<file path="config.mk">
export PLATFORM = sky130hd
export DESIGN_NAME = mmio_uart_tx
export DESIGN_NICKNAME = d
export VERILOG_FILES = /design/src/rtl/mmio_uart_tx.sv
export SDC_FILE = /design/constraint.sdc
export NUM_CORES = 1
export LEC_CHECK = 0
export BUFFER_PORTS_ARGS = -buffer_cell sky130_fd_sc_hd__buf_4
export CAP_MARGIN = 20
export CORE_MARGIN = 4
export CORE_UTILIZATION = 40
export DETAILED_ROUTE_END_ITERATION = 8
export GPL_TIMING_DRIVEN = 1
export SYNTH_ARGS = -nofsm -noshare
export SYNTH_HDL_FRONTEND = slang
export SYNTH_SLANG_ARGS = --single-unit
</file>
<file path="constraint.sdc">
create_clock -name clock -period 3.2 [get_ports clock]
set_clock_uncertainty 0.15 [all_clocks]
set_input_delay 0.48 -clock clock [delete_from_list [all_inputs] [get_ports clock]]
set_output_delay 0.48 -clock clock [all_outputs]
set_load 0.02 [all_outputs]
</file>
<file path="src/rtl/mmio_uart_tx.sv">
// mmio_uart_tx
// Memory-mapped 8N1 UART transmitter on the CPU data-memory bus.
// CPU stores to DATA_ADDR push data[7:0] into a byte FIFO. A serializer
// drains the FIFO onto uart_txd, LSB first. Frames are sent back-to-back
// while bytes are queued. Loads from STATUS_ADDR return transmitter/FIFO
// state. Stores to STATUS_ADDR with data[3] set clear the sticky overflow.
//
// Ports
//   clock         in   system clock, all state updates on posedge
//   reset         in   synchronous active-high reset
//   wren          in   CPU data-memory write enable
//   address_dmem  in   CPU data-memory address (full 32-bit compare)
//   data          in   CPU store data
//   q_io          out  read data (combinational)
//   sel           out  address hits DATA_ADDR or STATUS_ADDR (combinational)
//   uart_txd      out  serial line, registered, idle high
//   busy          out  FIFO not empty or serializer not idle
//
// Status word: [0] tx_active, [1] empty, [2] full, [3] overflow,
//              [15:8] FIFO count, all other bits 0.
// FIFO_DEPTH must be a power of two and at least 2; CLKS_PER_BIT >= 2.
module mmio_uart_tx #(
  parameter int unsigned CLKS_PER_BIT = 868,
  parameter int unsigned FIFO_DEPTH   = 16,
  parameter logic [31:0] DATA_ADDR    = 32'd4098,
  parameter logic [31:0] STATUS_ADDR  = 32'd4099
) (
  input  logic        clock,
  input  logic        reset,
  input  logic        wren,
  input  logic [31:0] address_dmem,
  input  logic [31:0] data,
  output logic [31:0] q_io,
  output logic        sel,
  output logic        uart_txd,
  output logic        busy
);

  localparam int unsigned AW = $clog2(FIFO_DEPTH);
  localparam int unsigned BW = $clog2(CLKS_PER_BIT);

  localparam logic [BW-1:0] BAUD_LAST = BW'(CLKS_PER_BIT - 1);
  localparam logic [BW-1:0] BAUD_ONE  = BW'(1);
  localparam logic [AW-1:0] PTR_ONE   = AW'(1);
  localparam logic [AW:0]   CNT_ONE   = (AW+1)'(1);
  localparam logic [AW:0]   CNT_FULL  = (AW+1)'(FIFO_DEPTH);

  typedef enum logic [1:0] {
    S_IDLE  = 2'd0,
    S_START = 2'd1,
    S_DATA  = 2'd2,
    S_STOP  = 2'd3
  } state_e;

  state_e        state_q, state_d;
  logic [BW-1:0] baud_q, baud_d;
  logic [2:0]    bit_idx_q, bit_idx_d;
  logic [7:0]    shift_q, shift_d;
  logic          txd_q, txd_d;
  logic          overflow_q, overflow_d;
  logic [AW-1:0] wr_ptr_q, rd_ptr_q;
  logic [AW:0]   count_q, count_d;
  logic [7:0]    fifo_mem_q [FIFO_DEPTH];

  logic          is_data_s, is_status_s;
  logic          fifo_empty_s, fifo_full_s;
  logic          baud_done_s, pop_s;
  logic          push_req_s, push_ok_s, drop_s, clear_s;
  logic [7:0]    head_s, count_ext_s;
  logic [31:0]   status_s;
  logic          unused_s;

  assign is_data_s    = (address_dmem == DATA_ADDR);
  assign is_status_s  = (address_dmem == STATUS_ADDR);
  assign fifo_empty_s = (count_q == '0);
  assign fifo_full_s  = (count_q == CNT_FULL);
  assign baud_done_s  = (baud_q == BAUD_LAST);
  assign head_s       = fifo_mem_q[rd_ptr_q];

  // A pop happens when idle, or at the very end of STOP so the next start
  // bit follows the stop bit with no idle gap.
  assign pop_s = !fifo_empty_s &&
                 ((state_q == S_IDLE) || ((state_q == S_STOP) && baud_done_s));

  // A push into a full FIFO still succeeds when a pop frees a slot on the same edge.
  assign push_req_s = wren && is_data_s;
  assign push_ok_s  = push_req_s && (!fifo_full_s || pop_s);
  assign drop_s     = push_req_s && !push_ok_s;
  assign clear_s    = wren && is_status_s && data[3];

  assign count_ext_s = 8'(count_q);
  assign status_s    = {16'h0000, count_ext_s, 4'h0, overflow_q, fifo_full_s,
                        fifo_empty_s, (state_q != S_IDLE)};

  assign sel      = is_data_s || is_status_s;
  assign uart_txd = txd_q;
  assign busy     = !fifo_empty_s || (state_q != S_IDLE);
  assign unused_s = ^data[31:8];

  // Read mux: only the status address returns anything non-zero.
  always_comb begin
    q_io = 32'h0000_0000;
    if (is_status_s) begin
      q_io = status_s;
    end else begin
      q_io = 32'h0000_0000;
    end
  end

  // FIFO occupancy and sticky overflow next-state; a drop beats a clear.
  always_comb begin
    count_d = count_q;
    case ({push_ok_s, pop_s})
      2'b10:   count_d = count_q + CNT_ONE;
      2'b01:   count_d = count_q - CNT_ONE;
      default: count_d = count_q;
    endcase
    overflow_d = overflow_q;
    if (drop_s) begin
      overflow_d = 1'b1;
    end else if (clear_s) begin
      overflow_d = 1'b0;
    end else begin
      overflow_d = overflow_q;
    end
  end

  // Serializer next-state: the baud counter restarts on every state/bit change.
  always_comb begin
    state_d   = state_q;
    baud_d    = baud_q;
    bit_idx_d = bit_idx_q;
    shift_d   = shift_q;
    txd_d     = txd_q;
    case (state_q)
      S_IDLE: begin
        if (pop_s) begin
          state_d = S_START;
          baud_d  = '0;
          shift_d = head_s;
          txd_d   = 1'b0;
        end else begin
          txd_d = 1'b1;
        end
      end
      S_START: begin
        if (baud_done_s) begin
          state_d   = S_DATA;
          baud_d    = '0;
          bit_idx_d = 3'd0;
          txd_d     = shift_q[0];
        end else begin
          baud_d = baud_q + BAUD_ONE;
        end
      end
      S_DATA: begin
        if (baud_done_s) begin
          baud_d = '0;
          if (bit_idx_q == 3'd7) begin
            state_d = S_STOP;
            txd_d   = 1'b1;
          end else begin
            bit_idx_d = bit_idx_q + 3'd1;
            txd_d     = shift_q[bit_idx_q + 3'd1];
          end
        end else begin
          baud_d = baud_q + BAUD_ONE;
        end
      end
      S_STOP: begin
        if (baud_done_s) begin
          baud_d = '0;
          if (pop_s) begin
            state_d = S_START;
            shift_d = head_s;
            txd_d   = 1'b0;
          end else begin
            state_d = S_IDLE;
            txd_d   = 1'b1;
          end
        end else begin
          baud_d = baud_q + BAUD_ONE;
        end
      end
      default: begin
        state_d = S_IDLE;
        baud_d  = '0;
        txd_d   = 1'b1;
      end
    endcase
  end

  // State registers: serializer, FIFO pointers/count and overflow flag.
  always_ff @(posedge clock) begin
    if (reset) begin
      state_q    <= S_IDLE;
      baud_q     <= '0;
      bit_idx_q  <= 3'd0;
      shift_q    <= 8'h00;
      txd_q      <= 1'b1;
      overflow_q <= 1'b0;
      wr_ptr_q   <= '0;
      rd_ptr_q   <= '0;
      count_q    <= '0;
    end else begin
      state_q    <= state_d;
      baud_q     <= baud_d;
      bit_idx_q  <= bit_idx_d;
      shift_q    <= shift_d;
      txd_q      <= txd_d;
      overflow_q <= overflow_d;
      count_q    <= count_d;
      if (push_ok_s) begin
        wr_ptr_q <= wr_ptr_q + PTR_ONE;
      end
      if (pop_s) begin
        rd_ptr_q <= rd_ptr_q + PTR_ONE;
      end
    end
  end

  // FIFO storage; contents are don't-care while the count says empty.
  always_ff @(posedge clock) begin
    if (push_ok_s && !reset) begin
      fifo_mem_q[wr_ptr_q] <= data[7:0];
    end
  end

endmodule

</file>
### After elaboration in Yosys (flattened, before gate mapping)

Memories as Yosys holds them, arrays and structs flattened. A register that Yosys moved wholly into a read port is not among the register bits.
Cells that the tools add are included.

| cells by class | value |
|---|---|
| $add $sub $neg | 6 |
| order comparisons | 1 |
| eq/ne operators | 16 |
| mux-type cells | 33 |
| reductions and logical operators | 28 |

Operator list:

| operator | number |
|---|---|
| $eq 32x13->1 const B | 2 |
| $mux 10 | 2 |
| $pmux 10 s2 | 1 |
| $mux 8 | 2 |
| $pmux 8 s2 | 1 |
| $mux 13 | 1 |
| $ne 2x2->1 const B | 6 |
| $mux 1 | 11 |
| $add 10x1->10 const B | 1 |
| $eq 10x10->1 const B | 1 |
| $mux 2 | 5 |
| $pmux 5 s2 | 1 |
| $reduce_bool 2->1 | 5 |
| $mux 3 | 3 |
| $add 4x1->4 const B | 2 |
| $logic_and 1x1->1 | 8 |
| $mux 4 | 2 |
| $pmux 2 s4 | 1 |
| $eq 2x2->1 const B | 3 |
| $pmux 3 s2 | 1 |
| $add 5x1->5 const B | 1 |
| $eq 5x5->1 const B | 1 |
| $logic_not 5->1 | 1 |
| $reduce_and 5->1 | 1 |
| 14 further kinds | 21 |

| storage, ports and cells | value |
|---|---|
| bits in registers | 38 |
| memory bits (writable) | 128 |
| input bits | 67 |
| output and inout bits | 35 |
| logic and storage cells | 94 |
| memories kept | 1 |

Memories:

| memory | words | bits a word | read ports | clocked after memory_dff | write ports | RTL line | source |
|---|---|---|---|---|---|---|---|
| fifo_mem_q | 16 | 8 | 1 | 1 | 1 | 63 | `logic [7:0] fifo_mem_q [FIFO_DEPTH];` |

### Depth between registers and ports, before layout

Gate-level depths: netlist (run 1).

| depth | value |
|---|---|
| depth after elaboration | 9 |
| gate-level depth with buffers | 15 |

### Least setup slack after synthesis (run 1)

No wires, ideal clock.

| timing path | value |
|---|---|
| kind | input-to-reg |
| start point | input address_dmem[7] |
| end point | register count_q[4] |
| setup time | 0.121 ns |
| arrival time | 3.156 ns |
| data required time | 2.929 ns |
| slack | -0.226 ns |
| stages on the path | 13 |
| cells stage by stage | nor4b_1 -> nand4_1 -> a2111oi_4 -> inv_2 -> ha_1 -> clkbuf_1 -> xor2_1 -> ha_1 -> a211o_1 -> nand2_1 -> nand3b_1 -> a31oi_1 -> mux2_2 |

| on the way | value |
|---|---|
| word-level cells in the longest chain between the ends | 5 |

Ends and longest elaborated chain:

| item | RTL line | source |
|---|---|---|
| from (decl) | 31 | `input logic [31:0] address_dmem,` |
| $eq 32x13->1 * | 73 | `assign is_data_s = (address_dmem == DATA_ADDR);` |
| $logic_and 1x1->1 * | 86 | `assign push_req_s = wren && is_data_s;` |
| $logic_and 1x1->1 * | 87 | `assign push_ok_s = push_req_s && (!fifo_full_s \|\| pop_s);` |
| $eq 2x1->1 or $eq 2x2->1 (tied branches) | 113 | `case ({push_ok_s, pop_s})` |
| $pmux 5 s2 or $reduce_bool 2->1 (tied branches) | n/a |  |
| to (signal assigned) | 212 | `count_q <= count_d;` |
| to (decl) | 62 | `logic [AW:0] count_q, count_d;` |

Every way passes the cells marked *; elsewhere a longest branch is shown, timed or not.
A chain may end at the register's enable or synchronous reset.

### Worst setup path after layout (run 1)

| timing path | value |
|---|---|
| start point | register state_q[0] |
| end point | register count_q[4] |

| on the way | value |
|---|---|
| word-level cells in the longest chain between the ends | 8 |

Ends and longest elaborated chain:

| item | RTL line | source |
|---|---|---|
| from (decl) | 55 | `state_e state_q, state_d;` |
| from (signal assigned) | 206 | `state_q <= state_d;` |
| $eq 2x2->1 | 83 | `((state_q == S_IDLE) \|\| ((state_q == S_STOP) && baud_done_s));` |
| $logic_and 1x1->1 | 83 |  |
| $logic_or 1x1->1 * | 83 |  |
| $logic_and 1x1->1 * | 82 | `assign pop_s = !fifo_empty_s &&` |
| $logic_or 1x1->1 | 87 |  |
| $logic_and 1x1->1 | 87 |  |
| $eq 2x1->1 or $eq 2x2->1 (tied branches) | 113 |  |
| $pmux 5 s2 or $reduce_bool 2->1 (tied branches) | n/a |  |

Marked as above.

==> results.sh, run 1 <==
export IMPL_status="finished, final reports clean"
export IMPL_yosysMostFrequentCell="edfxtp_1"
export IMPL_p_leak_nw=3.14
export IMPL_crit_path_cell_trace="ha_4 > nor4b_4 > nand3_4 > a2111oi_4 > inv_2 > ha_4 > xor2_2 > ha_2 > a211o_1 > nand2_1 > nand3b_1 > a31oi_1 > mux2_2"
export IMPL_gr_total_overflow=0
export IMPL_rsz0062_at_grt="yes"
export IMPL_dp_cells=820
export IMPL_cpPeakStageDelay_ns=0.44
export IMPL_clkSlewWorstSetupHoldPaths_ns=0.07
export IMPL_drt_antenna_violating_nets=0
export IMPL_rr_worst_depth=13
export IMPL_fmax_mhz=319
export IMPL_fin_ws_ns=0.0610
export IMPL_syn_area_mm2=0.00743
export IMPL_fin_cells=861
export IMPL_drv_cap=0
export IMPL_clock_sinks=170
export IMPL_synth_seq_cells=170
export IMPL_cts_htree_levels=4
export IMPL_grt_pass1_wl_mm=24.9
export IMPL_synth_top_cell_area_share_pct=51.8
export IMPL_port_buffers=54
export IMPL_avgRoutedWirePerCell_um=18.2
export IMPL_grt_max_degree=36
export IMPL_clock_root_buffer="clkbuf_16"
export IMPL_clockBufferDepth=2
export IMPL_antenna_cells=0
export IMPL_holdPathStages=1
export IMPL_hold_end="fifo_mem_q[2][2]"
export IMPL_ys_warn_count=0
export IMPL_path_buf_inv=1
export IMPL_layout_drive_gt1_share_pct=31.3
export IMPL_min_period_ns=3.14
export IMPL_startpoint_type="register"
export IMPL_ioPinCount=102
export IMPL_timing_final_crit_share_pct=98.1
export IMPL_drt_iter0_markers=237
export IMPL_gp_congestion=0.801
export IMPL_rr_endpoint="count_q[4]"
export IMPL_avgViaCountPerCell=5.20
export IMPL_hold_class="in -> reg"
export IMPL_timing_hold_ws_ns=0.197
export IMPL_die_w_um=144
export IMPL_criticalPathCategory="reg -> reg"
export IMPL_ys_types=52
export IMPL_total_power_mw=4.72
export IMPL_drc=0
export IMPL_critical_path_max_fanout=5
export IMPL_drt_first_pass_iters=7
export IMPL_grt_antenna_before_repair=0
export IMPL_yosys_area_top_type="edfxtp_1"
export IMPL_r2r_start="state_q[0]"
export IMPL_synthTopCellsByArea="edfxtp_1 52%, dfxtp_1 11%, mux4_2 8.2%, ha_1 2.9%, buf_4 2.7%"
export IMPL_cpMaxStageDelayCell="a2111oi_4"
export IMPL_hpwl_mm=10.5
export IMPL_core_area_mm2=0.0181
export IMPL_area_delta_synth_final_pct=21.3
export IMPL_grt_pass1_vias=4584
export IMPL_final_setup_tns_ns=0
export IMPL_setup_viol=0
export IMPL_ys_seq_area_share_pct=63.1
export IMPL_cp_top_family="compound AO/OA/AOI/OAI gates"
export IMPL_cts_made_buffers=17
export IMPL_crit_path_frequent_cell="ha_4"
export IMPL_via_count=4475
export IMPL_nets=703
export IMPL_grt_total_usage_pct=15.8
export IMPL_min_delay_start="data[2]"
export IMPL_synth_commonest_cells="128 x edfxtp_1, 48 x nor2_1, 42 x dfxtp_1"
export IMPL_synth_edf_count=128
export IMPL_fill_cells=1505
export IMPL_end_kind="register"
export IMPL_die_area_mm2=0.0208
export IMPL_tightest_slew_ns=0.635
export IMPL_avgSynthCellArea_um2=14.3
export IMPL_slew_viol_final=0
export IMPL_rows=49
export IMPL_required_ns=3.37
export IMPL_cts_tree="yes"
export IMPL_post_place_ws_ns=-0.145
export IMPL_worstSkewPairLatency_ns=0.44
export IMPL_ys_async_sr_fraction_pct=0
export IMPL_die_y_um=144
export IMPL_powerDensity_mw_per_mm2=524
export IMPL_max_vdd_ir_drop_mv=0.440
export IMPL_maxSlewHeadroom_pct=57.7
export IMPL_final_hold_violation_count=0
export IMPL_synth_main_ff_cell="edfxtp_1"
export IMPL_rrSetupSlack_ns=0.06
export IMPL_cp_data_arrival_time_ns=3.30
export IMPL_drt_total_wl_mm=15.7
export IMPL_initial_core_util_pct=41.1
export IMPL_syn_inst=520
[how the worst max path moves through the flow]
stage,start,endpoint,slack (ns),cells after the start
floorplan,address_dmem[25],count_q[4],-0.04,13
global placement,address_dmem[15],count_q[4],-0.07,13
detailed placement,address_dmem[15],count_q[4],-0.15,13
CTS,baud_q[0],count_q[4],0.01,13
global route,state_q[1],count_q[4],-0.11,13
finish,state_q[0],count_q[4],0.06,13
[registers in the layout, indices dropped and copies added (netlist names), named ones only]
| register | flops |
|---|---|
| count_q | 5 |
| uart_txd | 1 |
| bit_idx_q | 3 |
| wr_ptr_q | 4 |
| state_q | 2 |
| shift_q | 8 |
| overflow_q | 1 |
| rd_ptr_q | 4 |
| fifo_mem_q | 128 |
| baud_q | 10 |
[area by class of cell]
class / count / area [µm²] / area share [%]
Sequential cell: 170 / 4700 / 52.1
Multi-Input combinational cell: 319 / 2620 / 29.0
Timing Repair Buffer: 100 / 763 / 8.47
Clock buffer: 18 / 429 / 4.76
Tap cell: 229 / 287 / 3.18
Clock inverter: 14 / 178 / 1.97
Inverter: 11 / 41.3 / 0.458
[cell families after synthesis]
| group | count (synthesis) | synth area share [%] |
|---|---|---|
| DFF | 170 | 63.1 |
| and+or+nand+nor | 150 | 10.7 |
| AOI/OAI and AO/OA | 67 | 6.30 |
| buffers and inverters | 53 | 4.09 |
| muxes | 46 | 11.0 |
| adders and majority gates | 17 | 2.86 |
| xor gates and xnor gates | 16 | 1.89 |
| other | 1 | 0.0505 |
[metrics by stage]
stage | utilization [%] | area [µm²]
final | 49.8 | 9010
after global routing | 49.8 | 9010
after CTS | 49.2 | 8890
after detailed placement | 45.8 | 8290
after global placement | 45.8 | 8290
after floorplan | - | 7570
[metal layers]
layer	vias to the layer above	wire length, µm	global-route usage [%]
met1	2227	6760	19.9
met2	106	8010	27.1
li1	2127	-	-
met4	0	170	4.47
met3	15	750	4.37
met5	-	0	0
[layout by cell type, fill, tap and decap left out, types with 8 or more instances in the layout]
master	count
nor3_1	10
nand2_1	22
clkbuf_16	17
inv_1	8
xnor2_1	9
edfxtp_1	128
buf_4	99
conb_1	23
a22o_1	9
a21oi_1	17
a211oi_1	9
nand2b_1	8
nor2_1	48
mux4_2	27
mux2_2	15
o21ai_0	9
nor2b_1	12
ha_1	12
dfxtp_1	37
[worst register-to-register path, cell delays in order (launching register included)]
cell and delay [ns]:
dfxtp_4 0.37, ha_4 0.14, nor4b_4 0.28, nand3_4 0.13, a2111oi_4 0.44, inv_2 0.10
ha_4 0.19, xor2_2 0.14, ha_2 0.19, a211o_1 0.23, nand2_1 0.07, nand3b_1 0.08
a31oi_1 0.19, mux2_2 0.34
[timing repair]
| item | 4_1_cts | 5_1_grt |
|---|---|---|
| setup endpoints to repair | 0 | 1 |
| hold buffers | 0 | 0 |
| gates resized for setup | 0 | 13 |
| endpoints found under the hold margin | 0 | 0 |
| buffers inserted | 0 | 9 |
[power by group]
group | internal, mW | switching (mW) | total [mW] | leakage [nW]
Combinational | 0.105 | 0.154 | 0.260 | 1.35
Sequential | 2.38 | 0.0110 | 2.39 | 1.49
Clock | 1.13 | 0.946 | 2.07 | 0.298
Total | 3.61 | 1.11 | 4.72 | 3.14
No activity file was read; power rests on OpenSTA's default activity.
==> run 2, diff against run 1 <==
--- a/config.mk
+++ b/config.mk
@@ -11,6 +11,8 @@
 export CORE_UTILIZATION = 40
 export DETAILED_ROUTE_END_ITERATION = 8
 export GPL_TIMING_DRIVEN = 1
+export PLACE_DENSITY_LB_ADDON = 0.1
+export SETUP_SLACK_MARGIN = 0.1
 export SYNTH_ARGS = -nofsm -noshare
 export SYNTH_HDL_FRONTEND = slang
 export SYNTH_SLANG_ARGS = --single-unit
==> run 2 against run 1 <==
  * Clock-buffer cell count fell by 1
  * Clock power is 2% lower
  * Sequential power about the same
  * Critical path type unchanged
==> results.sh, run 2 (same netlist as run 1, synthesis figures left out) <==
export IMPL_drt_first_pass_iters=4
export IMPL_grt_pass1_wl_mm=24.8
export IMPL_p_sw_share_pct=23.3
export IMPL_die_area_mm2=0.0208
export IMPL_top_register="fifo_mem_q"
export IMPL_cts_htree_levels=4
export IMPL_nets=700
export IMPL_setup_viol=0
export IMPL_final_common_cell="edfxtp_1"
export IMPL_grt_antenna_before_repair=0
export IMPL_drt_antenna_violating_nets=0
export IMPL_rsz0062_at_grt="yes"
export IMPL_drt_total_wl_mm=15.9
export IMPL_die_w_um=144
export IMPL_final_hold_violation_count=0
export IMPL_end_kind="register"
export IMPL_tightest_slew_ns=0.849
export IMPL_path_buf_inv=1
export IMPL_total_power_mw=4.67
export IMPL_p_int_mw=3.58
export IMPL_clock_sinks=170
export IMPL_grt_pass1_vias=4577
export IMPL_antenna_cells=0
export IMPL_cp_top_family="compound AO/OA/AOI/OAI gates"
export IMPL_avgViaCountPerCell=5.17
export IMPL_cts_made_buffers=17
export IMPL_final_cell_mix="128 x edfxtp_1, 96 x buf_4, 47 x nor2_1, 38 x dfxtp_1, 27 x mux4_2"
export IMPL_cp_data_arrival_time_ns=3.18
export IMPL_cts_tree="yes"
export IMPL_p_leak_nw=3.10
export IMPL_gp_congestion=0.842
export IMPL_drt_iter0_markers=282
export IMPL_routed_top_layer="met4"
export IMPL_clockBufferDepth=2
export IMPL_reg_top3="fifo_mem_q x128, baud_q x10, shift_q x8"
export IMPL_fill_cells=1569
export IMPL_combPwrFrac_pct=5.5
export IMPL_hold_class="in -> reg"
export IMPL_max_vdd_ir_drop_mv=0.386
export IMPL_crit_path_cell_trace="ha_2 > and4b_1 > nand3_4 > a2111oi_4 > inv_2 > ha_4 > xor2_1 > ha_2 > a211o_1 > nand2_1 > nand3b_1 > a31oi_1 > mux2_2"
export IMPL_rrSetupSlack_ns=0.18
export IMPL_criticalPathCategory="reg -> reg"
export IMPL_drc=0
export IMPL_largest_reg_flops=128
export IMPL_grt_max_degree=33
export IMPL_crit_path_frequent_cell="ha_2"
export IMPL_wl_met3_um=871
export IMPL_grt_total_usage_pct=15.9
export IMPL_ioPinCount=102
export IMPL_worstSkewPairLatency_ns=0.43
export IMPL_seqCellArea_mm2=0.00469
export IMPL_required_ns=3.37
export IMPL_drt_met1_wl_mm=6.87
export IMPL_cpPeakStageDelay_ns=0.35
export IMPL_multi_input_area_mm2=0.00261
export IMPL_p_switching_mw=1.09
export IMPL_avgRoutedWirePerCell_um=18.5
export IMPL_clockPowerShare_pct=43.3
export IMPL_final_util_pct=49.5
export IMPL_critical_path_max_fanout=6
export IMPL_hpwl_mm=10.7
export IMPL_p_seq_share_pct=51.1
export IMPL_rows=49
export IMPL_clkSlewWorstSetupHoldPaths_ns=0.07
export IMPL_cts_hold_buf=0
export IMPL_fin_cells=858
export IMPL_powerDensity_mw_per_mm2=521
export IMPL_via_count=4433
export IMPL_slew_viol_final=0
export IMPL_timing_final_crit_share_pct=94.3
export IMPL_status="finished, final reports clean"
export IMPL_cpMaxStageDelayCell="dfxtp_1"
export IMPL_clock_root_buffer="clkbuf_16"
export IMPL_core_area_mm2=0.0181
export IMPL_die_y_um=144
export IMPL_dp_cells=821
export IMPL_drv_cap=0
export IMPL_wl_met2_mm=7.94
export IMPL_fmax_mhz=331
export IMPL_gr_total_overflow=0
export IMPL_startpoint_type="register"
export IMPL_initial_core_util_pct=41.1
export IMPL_port_buffers=54
export IMPL_maxSlewHeadroom_pct=43.3
export IMPL_timing_hold_ws_ns=0.214
export IMPL_min_period_ns=3.02
export IMPL_layout_drive_gt1_share_pct=30.5
export IMPL_area_delta_synth_final_pct=20.5
run 2: cell types whose count changed in the layout (fill, tap and decap cells not counted), moves of 2 or more:
cell        before  now
inv_6            1    5
buf_4           99   96
clkinv_1         0    2
clkinv_8         3    1
inv_8            6    3
clkinvlp_4       0    2
run 2: cell type report:
type / instances / share of cell area [%]
Sequential cell: 170 / 52.4
Clock inverter: 15 / 1.73
Inverter: 11 / 0.461
Tap cell: 229 / 3.20
Clock buffer: 17 / 4.75
Timing Repair Buffer: 97 / 8.28
Multi-Input combinational cell: 319 / 29.1
run 2: worst reg2reg max path, delay by kind of cell, from the launching register on:
kind            cells  cell delay, ns
buf+inv             1            0.09
mux                 1            0.35
compound gates      3            0.72
fa+ha+maj           3            0.57
flops               1            0.35
simple gates        4            0.52
xor+xnor            1            0.14
run 2: power groups by stage:
| stage | combinational (mW) | clock [mW] | sequential, mW |
|---|---|---|---|
| after floorplan | 0.154 | 0 | 2.44 |
| after CTS | 0.260 | 2.07 | 2.39 |
| after detailed placement | 0.259 | 0 | 2.43 |
| after global placement | 0.254 | 0 | 2.43 |
| final | 0.258 | 2.02 | 2.39 |
| after global routing | 0.287 | 2.16 | 2.39 |
run 2: worst paths after layout:
check | cells after the start | to | startpoint
max reg2reg | 13 | count_q[4] | baud_q[0]
min reg2reg | 1 | shift_q[5] | shift_q[5]
min | 1 | fifo_mem_q[0][4] | data[4]
max | 13 | count_q[4] | baud_q[0]
run 2: per-layer routing:
metal	up-vias	global-route usage, %
li1	2118	-
met1	2181	19.4
met2	117	27.6
met3	17	4.40
met4	0	4.81
met5	-	0
run 2: repair_timing:
action                                  in CTS  in global routing
endpoints found under the setup margin       1                  2
gates resized for setup                      6                  4
buffers inserted                             4                  1
pin swaps                                    3                  2
run 2: stage by stage:
| step | setup slack [ns] | instance area [µm²] | TNS [ns] |
|---|---|---|---|
| 6_report | 0.182 | 8950 | 0 |
| 5_1_grt | 0.0283 | 8950 | 0 |
| 4_1_cts | 0.107 | 8920 | 0 |
| 3_5_place_dp | -0.0624 | 8290 | -0.0624 |
| 3_3_place_gp | -0.0227 | 8290 | -0.0227 |
| 2_1_floorplan | -0.0437 | 7570 | -0.0437 |
==> run 3, diff against run 2 <==
--- a/config.mk
+++ b/config.mk
@@ -9,6 +9,7 @@
 export CAP_MARGIN = 20
 export CORE_MARGIN = 4
 export CORE_UTILIZATION = 40
+export CTS_BUF_LIST = sky130_fd_sc_hd__clkbuf_8
 export DETAILED_ROUTE_END_ITERATION = 8
 export GPL_TIMING_DRIVEN = 1
 export PLACE_DENSITY_LB_ADDON = 0.1
==> run 3 against run 2 <==
  * Critical path depth increased by 2
  * Clock power down 26%
  * Global-route usage about the same
  * Worst setup slack got worse by 0.11 ns
  * Via count is 0.32% higher
==> results.sh, run 3 (same netlist as run 1, synthesis figures left out) <==
export IMPL_timing_hold_ws_ns=0.181
export IMPL_cts_tree="yes"
export IMPL_drt_iter0_markers=295
export IMPL_total_power_mw=4.16
export IMPL_via_count=4447
export IMPL_required_ns=3.40
export IMPL_clock_sinks=170
export IMPL_place_area_mm2=0.00829
export IMPL_fin_area_mm2=0.00882
export IMPL_multi_input_area_mm2=0.00261
export IMPL_clockBufferDepth=2
export IMPL_top_register="fifo_mem_q"
export IMPL_fin_ws_ns=0.0691
export IMPL_grt_total_usage_pct=15.9
export IMPL_powerDensity_mw_per_mm2=472
export IMPL_nets=706
export IMPL_worstSkewPairLatency_ns=0.45
export IMPL_drc=0
export IMPL_final_hold_violation_count=0
export IMPL_drv_cap=0
export IMPL_largest_reg_flops=128
export IMPL_slew_viol_final=0
export IMPL_gp_congestion=0.842
export IMPL_cts_made_buffers=17
export IMPL_final_common_cell="edfxtp_1"
export IMPL_grt_pass1_vias=4561
export IMPL_maxSlewHeadroom_pct=43.4
export IMPL_grt_pass1_wl_mm=24.9
export IMPL_criticalPathCategory="reg -> reg"
export IMPL_cp_data_arrival_time_ns=3.33
export IMPL_rsz0062_at_grt="yes"
export IMPL_area_delta_synth_final_pct=18.8
export IMPL_clock_root_buffer="clkbuf_8"
export IMPL_status="finished, final reports clean"
export IMPL_port_buffers=54
export IMPL_final_cell_mix="128 x edfxtp_1, 100 x buf_4, 48 x nor2_1, 37 x dfxtp_1, 27 x mux4_2"
export IMPL_layout_drive_gt1_share_pct=31.5
export IMPL_fmax_mhz=319
export IMPL_grt_max_degree=33
export IMPL_gr_total_overflow=0
export IMPL_die_w_um=144
export IMPL_post_place_ws_ns=-0.0624
export IMPL_p_leak_nw=3.05
export IMPL_clkSlewWorstSetupHoldPaths_ns=0.10
export IMPL_dp_cells=821
export IMPL_avgViaCountPerCell=5.15
export IMPL_core_area_mm2=0.0181
export IMPL_final_setup_tns_ns=0
export IMPL_min_period_ns=3.13
export IMPL_die_area_mm2=0.0208
export IMPL_initial_core_util_pct=41.1
export IMPL_hpwl_mm=10.7
export IMPL_timing_final_crit_share_pct=97.8
export IMPL_ioPinCount=102
export IMPL_cts_htree_levels=4
export IMPL_reg_top3="fifo_mem_q x128, baud_q x10, shift_q x8"
export IMPL_die_y_um=144
export IMPL_antenna_cells=0
export IMPL_setup_viol=0
export IMPL_startpoint_type="register"
export IMPL_drt_antenna_violating_nets=0
export IMPL_critical_path_max_fanout=4
export IMPL_rows=49
export IMPL_drt_first_pass_iters=4
export IMPL_fill_cells=1594
export IMPL_end_kind="register"
export IMPL_grt_antenna_before_repair=0
export IMPL_fin_cells=864
export IMPL_max_vdd_ir_drop_mv=0.350
export IMPL_hold_class="in -> reg"
export IMPL_seqCellArea_mm2=0.00470
export IMPL_tightest_slew_ns=0.847
export IMPL_avgRoutedWirePerCell_um=18.6
export IMPL_drt_total_wl_mm=16.1
export IMPL_final_util_pct=48.8
run 3: cell count changes in the layout (fill, tap and decap cells not counted), sizes merged:
cell	before	now
buf	97	103
run 3: critical path, stage by stage (launching register included):
cell	delay, ns
dfxtp_4	0.37
buf_6	0.12
inv_4	0.07
ha_4	0.13
inv_1	0.05
and3_4	0.17
a2111oi_4	0.38
inv_2	0.09
ha_4	0.18
xor2_1	0.16
ha_2	0.18
a211o_1	0.23
nand2_1	0.06
nand3b_1	0.09
a31oi_1	0.23
mux2_2	0.36
run 3: path summary, 6_finish.rpt:
check | endpoint | slack [ns] | cells after the start | startpoint
setup / recovery | count_q[4] | 0.07 | 15 | state_q[0]
hold reg to reg | shift_q[5] | 0.32 | 1 | shift_q[5]
setup reg to reg | count_q[4] | 0.07 | 15 | state_q[0]
hold / removal | overflow_q | 0.18 | 3 | wren
run 3: repair_timing:
| item | CTS | global route |
|---|---|---|
| hold endpoints to repair | 0 | 0 |
| hold buffers | 0 | 0 |
| setup buffers | 9 | 2 |
| setup endpoints to repair | 1 | 2 |
| pin swaps | 5 | 3 |
| resized for setup | 8 | 10 |
run 3: power by group:
part / internal (mW) / switching (mW) / leakage [nW]
Sequential: 2.38 / 0.00895 / 1.49
Clock: 0.645 / 0.854 / 0.192
Combinational: 0.115 / 0.164 / 1.37
Total: 3.14 / 1.03 / 3.05
run 3: per-layer routing:
layer	share of wire, %	routed length (µm)	up-vias	track usage, %
li1	-	-	2132	-
met1	44	7050	2193	19.6
met2	50	8050	111	27.8
met3	5.2	841	11	4.43
met4	1.0	162	0	4.03
met5	0	0	-	0
run 3: cell type report:
type / count / share of cell area (%)
Tap cell: 229 / 3.25
Multi-Input combinational cell: 319 / 29.6
Clock inverter: 15 / 1.76
Timing Repair Buffer: 103 / 8.99
Sequential cell: 170 / 53.2
Clock buffer: 17 / 2.65
Inverter: 11 / 0.525
